### src/rtl/mem_arb_pkg.sv
// Shared constants and request payload for the single-port memory arbiter.
package mem_arb_pkg;

   localparam int unsigned ADDR_W = 32;
   localparam int unsigned DATA_W = 32;
   localparam int unsigned STRB_W = 4;

   localparam logic [1:0] ST_IDLE  = 2'd0;
   localparam logic [1:0] ST_ISSUE = 2'd1;
   localparam logic [1:0] ST_WAIT  = 2'd2;

   localparam logic GNT_INST = 1'b0;
   localparam logic GNT_DATA = 1'b1;

   typedef struct packed {
      logic              wr;
      logic [STRB_W-1:0] wstrb;
      logic [ADDR_W-1:0] addr;
      logic [DATA_W-1:0] wdata;
   } mem_req_t;

endpackage

### src/rtl/arb_fixed_pri2.sv
// Two-input fixed-priority arbiter; req[1] always beats req[0].
module arb_fixed_pri2 (
   input  logic [1:0] req,
   output logic [1:0] gnt_c
);

   always_comb begin
      gnt_c    = 2'b00;
      gnt_c[1] = req[1];
      gnt_c[0] = req[0] & ~req[1];
   end

endmodule

### src/rtl/mem_arbiter.sv
// Shares one memory port between fetch and load/store; one transaction in flight.
module mem_arbiter
   import mem_arb_pkg::*;
(
   input  logic              clk,
   input  logic              resetn,

   input  logic              inst_req,
   input  logic [ADDR_W-1:0] inst_addr,
   output logic              inst_addr_ok,
   output logic              inst_data_ok,
   output logic [DATA_W-1:0] inst_rdata,

   input  logic              data_req,
   input  logic              data_wr,
   input  logic [STRB_W-1:0] data_wstrb,
   input  logic [ADDR_W-1:0] data_addr,
   input  logic [DATA_W-1:0] data_wdata,
   output logic              data_addr_ok,
   output logic              data_data_ok,
   output logic [DATA_W-1:0] data_rdata,

   output logic              mem_req,
   output logic              mem_wr,
   output logic [STRB_W-1:0] mem_wstrb,
   output logic [ADDR_W-1:0] mem_addr,
   output logic [DATA_W-1:0] mem_wdata,
   input  logic              mem_addr_ok,
   input  logic              mem_data_ok,
   input  logic [DATA_W-1:0] mem_rdata
);

   logic [1:0] state_q, state_d;
   mem_req_t   req_q, req_d;
   logic       gnt_id_q, gnt_id_d;
   logic [1:0] gnt_c;

   arb_fixed_pri2 u_arb (
      .req   ({data_req, inst_req}),
      .gnt_c (gnt_c)
   );

   always_ff @(posedge clk or negedge resetn) begin
      if (!resetn) begin
         state_q  <= ST_IDLE;
         req_q    <= '0;
         gnt_id_q <= GNT_INST;
      end else begin
         state_q  <= state_d;
         req_q    <= req_d;
         gnt_id_q <= gnt_id_d;
      end
   end

   // Handshakes are combinational so a grant or response costs no extra cycle.
   always_comb begin
      state_d      = state_q;
      req_d        = req_q;
      gnt_id_d     = gnt_id_q;
      inst_addr_ok = 1'b0;
      data_addr_ok = 1'b0;
      inst_data_ok = 1'b0;
      data_data_ok = 1'b0;
      case (state_q)
         ST_IDLE: begin
            if (gnt_c != 2'b00) begin
               inst_addr_ok = gnt_c[0] & resetn;
               data_addr_ok = gnt_c[1] & resetn;
               state_d      = ST_ISSUE;
               if (gnt_c[1]) begin
                  gnt_id_d    = GNT_DATA;
                  req_d.wr    = data_wr;
                  req_d.wstrb = data_wstrb;
                  req_d.addr  = data_addr;
                  req_d.wdata = data_wdata;
               end else begin
                  gnt_id_d    = GNT_INST;
                  req_d.wr    = 1'b0;
                  req_d.wstrb = '0;
                  req_d.addr  = inst_addr;
                  req_d.wdata = '0;
               end
            end
         end
         ST_ISSUE: begin
            if (mem_addr_ok) state_d = ST_WAIT;
         end
         ST_WAIT: begin
            if (mem_data_ok) begin
               inst_data_ok = (gnt_id_q == GNT_INST);
               data_data_ok = (gnt_id_q == GNT_DATA);
               state_d      = ST_IDLE;
            end
         end
         default: state_d = ST_IDLE;
      endcase
   end

   assign mem_req    = (state_q == ST_ISSUE);
   assign mem_wr     = req_q.wr;
   assign mem_wstrb  = req_q.wstrb;
   assign mem_addr   = req_q.addr;
   assign mem_wdata  = req_q.wdata;
   assign inst_rdata = mem_rdata;
   assign data_rdata = mem_rdata;

endmodule

### config.mk
export PLATFORM = sky130hd
export DESIGN_NAME = mem_arbiter
export DESIGN_NICKNAME = d
export VERILOG_FILES = /design/src/rtl/mem_arb_pkg.sv /design/src/rtl/arb_fixed_pri2.sv /design/src/rtl/mem_arbiter.sv
export SDC_FILE = /design/constraint.sdc
export NUM_CORES = 1
export LEC_CHECK = 0
export CAP_MARGIN = 20
export CORE_AREA = 2 2 107 109
export DETAILED_ROUTE_END_ITERATION = 10
export DIE_AREA = 0 0 109 111
export GPL_TIMING_DRIVEN = 0
export MAX_ROUTING_LAYER = met4
export PLACE_DENSITY = 0.9
export SYNTH_ARGS = -nofsm -noshare
export SYNTH_HDL_FRONTEND = slang
export SYNTH_HIERARCHICAL = 1
export SYNTH_SLANG_ARGS = --single-unit
### constraint.sdc
create_clock -name clk -period 2.1 [get_ports clk]
set_clock_uncertainty 0.15 [all_clocks]
set_input_delay 0.42 -clock clk [delete_from_list [all_inputs] [get_ports clk]]
set_output_delay 0.42 -clock clk [all_outputs]
set_load 0.01 [all_outputs]
# Word-level counts from Yosys, hierarchy flattened
# Cells that the tools add are included.
# W data, S select, Z words.
[op_classes]
n_eq_ne = 5
muxes = 14
bitwise = 5
n_reduce_logical = 4
[ops]
columns = ["op", "count"]
rows = [
  ["$mux W69", 1],
  ["$mux W1", 9],
  ["$mux W2", 3],
  ["$pmux W2 S3", 1],
  ["$ne A2 B2 Y1 const B", 2],
  ["$and A1 B1 Y1", 3],
  ["$reduce_and A3 Y1", 1],
  ["$eq A2 B1 Y1 const B", 1],
  ["$eq A2 B2 Y1 const B", 1],
  ["$logic_not A2 Y1", 1],
  ["$ne A2 B1 Y1 const B", 1],
  ["$not A1 Y1", 2],
  ["$reduce_and A2 Y1", 1],
  ["$reduce_bool A2 Y1", 1],
]
[word_totals]
register_bits = 72
out_inout_bits = 138

# Depth between registers and ports, before layout
[depth]
word_depth = 5
mapped_depth = 6
depth_no_buf = 4

# By module
# The synthesis kept the hierarchy.
[modules_own_cells]
columns = ["module", "instances", "cells_per_inst", "area_per_inst_um2", "seq_area_each_um2"]
rows = [
  ["mem_arbiter", 1, 267, 3544.6, 1801.7],
  ["arb_fixed_pri2", 1, 2, 21.3, 0.0],
]

# Worst setup path after synthesis
# No wires, ideal clock.
[synth_timing]
path_type = "in2reg"
start = "input port data_req"
end = "register req_q (netlist bit mem_addr[16])"
arrival_time_ps = 1408
path_slack_ps = 417
path_stages = 5
n_path_buf = 3
path_cell_list = "buf_4 -> buf_6 -> o21ai_2 -> buf_4 -> mux2_2"
[synth_between]
elab_chain_cells = 4
[synth_rtl]
columns = ["item", "line", "rtl"]
rows = [
  ["start, declared", "mem_arbiter.sv:14", "input logic data_req,"],
  ["$not A1 Y1", "arb_fixed_pri2.sv:10", "gnt_c[0] = req[0] & ~req[1];"],
  ["$and A1 B1 Y1", "arb_fixed_pri2.sv:10", ""],
  ["$reduce_bool A2 Y1", "mem_arbiter.sv:66", "if (gnt_c != 2'b00) begin"],
  ["$reduce_and A2 Y1 (no line)", "n/a", ""],
  ["end signal, assigned", "mem_arbiter.sv:50", "req_q <= req_d;"],
  ["end, declared", "mem_arbiter.sv:34", "mem_req_t req_q, req_d;"],
]
# Parallel ways exist; a longest one is shown, timed or not.
# A chain may end at the register's enable or synchronous reset.

# Worst setup path in the final report
[layout_timing]
start = "input port inst_req"
end = "output port inst_addr_ok"
[layout_between]
elab_chain_cells = 4
[layout_rtl]
columns = ["item", "line", "rtl"]
rows = [
  ["start, declared", "mem_arbiter.sv:8", "input logic inst_req,"],
  ["$and A1 B1 Y1 (*)", "arb_fixed_pri2.sv:10", ""],
  ["named net gnt_c[0]", "mem_arbiter.sv:36", "logic [1:0] gnt_c;"],
  ["$and A1 B1 Y1 / $reduce_bool A2 Y1 (equally long branches)", "mem_arbiter.sv:67, mem_arbiter.sv:66", ""],
  ["$mux W1 (*)", "mem_arbiter.sv:66", ""],
  ["$mux W1 (*)", "mem_arbiter.sv:64", "case (state_q)"],
  ["end, declared", "mem_arbiter.sv:10", "output logic inst_addr_ok,"],
]
# Mark *: on every way through the listed nets, which the timed path passes. The rest lies on a longest branch.

==> flow_metrics.py <==
metrics = {
    "run_status": {
        "status": "finished, violations left",
        "violations": "hold timing",
    },
    "place": {
        "place_hpwl_um": 8792,
        "dpl-instance-area_um2": 6185,
        "gp_congestion": 0.7773,
        "portBuffers": 244,
        "place_inst": 656,
    },
    "setup_path": {
        "crit_family": "buffers and inverters",
        "r2r-start": "state_q[0]",
        "path_class": "input port to output port",
        "worst_r2r_path_depth": 4,
        "crit_start": "inst_req",
        "required_ps": 1530,
        "rrSetupSlack_ps": 520,
        "max_stage_delay_ps": 470,
        "worstSetupStartpointType": "input port",
        "cp.arrival_ps": 1490,
        "cp.depth": 4,
        "r2r_end": "mem_addr[13]",
        "cp-end-kind": "output port",
        "crit_end": "inst_addr_ok",
        "crit_buf_inv": 2,
        "cp_slowest_cell": "clkdlybuf4s50_1",
        "crit_chain": "clkdlybuf4s50_1, nor2b_4, and3_1, dlygate4sd2_1",
        "cp_max_fo": 3,
    },
    "timing": {
        "setup_viol": 0,
        "rsz0062_at_grt": "false",
        "whs_ps": -97.61,
        "timing.fmax_mhz": 484.7,
        "post-route-min-period_ps": 2063,
        "fin_crit_sh_pct": 98.24,
        "max_slew_margin_pct": 64.45,
        "hold_viol_final": 72,
        "drv_slew": 0,
        "max_slew.worst_pin.slew_ps": 533.3,
        "setup_tns_ps": 0,
    },
    "clocking": {
        "htree_levels": 3,
        "clock-sinks": 72,
        "cts_buffers": 9,
        "clk_latency_ps": 320,
        "clk_pin_slew_ps": 60,
        "post_cts_buffers": 0,
        "clockRootBuffer": "clkbuf_16",
        "cts_tree": "yes",
        "cts_buffer_depth": 2,
    },
    "global_routing": {
        "grt_pass1_wl_um": 16380,
        "grt_pass1_vias": 3160,
        "grt_max_degree": 75,
        "antenna_found_initial": 0,
        "grt_usage_pct": 18.41,
        "grt_overflow": 0,
    },
    "finish": {
        "final_nets": 662,
        "seqCellArea_um2": 1802,
        "syn_to_final_growth_pct": 83.37,
        "post-route-util_pct": 59.03,
        "fill_cells": 872,
        "multiInputGateArea_um2": 1147,
        "drive_gt1_share_pct": 28.79,
        "design_area_um2": 6539,
        "diodes": 0,
        "layout.cells.non_filler": 671,
    },
    "logic_synthesis": {
        "synth_compound_area_share_pct": 9.825,
        "synth_mux_area_share_pct": 20.21,
        "syn_nets": 408,
        "synth_top_family_by_area": "multiplexers",
        "async_flop_share_pct": 100.0,
        "synth_simple_gate_area_share_pct": 2.140,
        "synth_flop_cell": "dfrtp_1",
        "synth-edff-count": 0,
        "yosysWarnings": 6,
        "synth_cell_types": 19,
        "synthXorXnorAreaFrac_pct": 0,
        "ys_seq_area_share_pct": 50.53,
        "synth_fa_ha_area_share_pct": 0,
        "synth.area.top_cells": "dfrtp_1 51%, mux2_2 17%, buf_4 15%",
        "synth_top_area_share_pct": 50.53,
        "ys_ff_latch": 72,
        "syn_area_per_cell_um2": 13.26,
        "synthesis.area_um2": 3566,
        "synthCells": 269,
        "synth_top_area_cell": "dfrtp_1",
    },
    "floorplan": {
        "initial_utilization_pct": 32.19,
        "ios": 277,
        "core_um2": 11080,
        "die_area_um2": 12100,
        "die-width_um": 109,
        "die_h_um": 111,
        "num_rows": 39,
    },
    "power": {
        "power.density_nw_per_um2": 1187,
        "p_seq_share_pct": 31.7,
        "p_int_w": 0.005471,
        "power_frac_clock_pct": 23.0,
        "power_frac_comb_pct": 45.3,
        "leakagePower_nw": 2.868,
        "p_sw_share_pct": 29.49,
        "power_switching_w": 0.002288,
        "vdd_drop_max_mv": 0.7759,
    },
    "detailed_routing": {
        "viasPerCell": 4.498,
        "ant_nets": 0,
        "drc": 0,
        "vias": 3018,
        "wl_per_cell_um": 16.42,
        "firstDrtPassIters": 4,
        "drtIter0Drc": 92,
        "finalWirelength_um": 11020,
    },
    "job": {
        "cap_violations": 0,
    },
    "worst_hold_path": {
        "hold_path_class": "input port to async pin",
    },
}
## final cells by class
type / count / area share [%]
Clock inverter: 5 / 1.569
Tap cell: 143 / 2.736
Inverter: 1 / 0.05741
Clock buffer: 11 / 3.865
Buffer: 79 / 9.338
Timing Repair Buffer: 244 / 37.33
Sequential cell: 72 / 27.55
Multi-Input combinational cell: 116 / 17.55
## cells in the mapped netlist (2+ instances only)
cell type,instances
dfrtp_1,72
buf_4,70
mux2_2,53
a22o_1,37
mux2_1,11
buf_6,6
buf_2,4
and3_1,2
nand2_1,2
nand2b_1,2
o21ai_0,2
## routing by layer
layer | GRT usage [%] | wire [um] | part of all wire, %
met3 | 4.468 | 1012 | 9.2
met4 | 7.778 | 220 | 2.0
met2 | 32.22 | 5817 | 53
met1 | 19.46 | 3964 | 36
met5 | - | 0 | 0
## layout by cell type (no fill, tap or decap), types with 2 or more instances in the layout
cell	synthesis	final
a22o_1	37	37
and3_1	2	2
buf_2	4	4
buf_4	70	70
buf_6	6	4
bufinv_16	0	3
clkbuf_16	0	9
clkbuf_8	0	2
clkdlybuf4s50_1	0	237
dfrtp_1	72	72
dlygate4sd2_1	0	5
mux2_1	11	11
mux2_2	53	53
nand2_1	2	2
nand2b_1	2	2
o21ai_0	2	2
## worst register-to-register path: stages (launching register included)
cell	delay, ps
dfrtp_1	410
nor2_2	200
o21ai_2	160
buf_4	230
mux2_1	320
## power groups by stage
stage | clock (W) | sequential [W] | combinational, W
floorplan | 0 | 0.00270 | 0.00129
global placement | 0 | 0.00244 | 0.00350
detailed placement | 0 | 0.00245 | 0.00359
CTS | 0.00183 | 0.00246 | 0.00357
global route | 0.00190 | 0.00253 | 0.00374
finish | 0.00179 | 0.00246 | 0.00351
## cells by family after synthesis
kind of cell,Yosys count
AOI/OAI and AO/OA,41
and+or+nand+nor,11
muxes,64
buffers and inverters,81
DFF,72
## repair_timing
item | CTS | global route
endpoints found under the hold margin | 72 | 72
resized for setup | 11 | 0
endpoints found under the setup margin | 37 | 0
## state kept, by name (all words and copies together), names as in the netlist
register	cells
mem_addr	32
gnt_id_q	1
mem_wstrb	4
mem_wdata	32
mem_wr	1
state_q	2
## worst min-delay path by stage
stage          cells after the start           from             to
2_1_floorplan                      0         resetn       gnt_id_q
3_3_place_gp                       1   mem_addr[15]   mem_addr[15]
3_5_place_dp                       1  mem_wdata[30]  mem_wdata[30]
4_1_cts                            1         resetn   mem_addr[19]
5_1_grt                            1         resetn   mem_wdata[9]
6_report                           1         resetn   mem_wdata[8]
## per-stage QoR
step / setup slack, ps / total power [W]
4_1_cts: 31.94 / 0.007861
2_1_floorplan: 416.9 / 0.003990
5_1_grt: 1.082 / 0.008169
3_5_place_dp: -603.7 / 0.006037
6_report: 36.99 / 0.007759
3_3_place_gp: -2624 / 0.005939
Note: power is estimated with default switching activity, not from simulation.
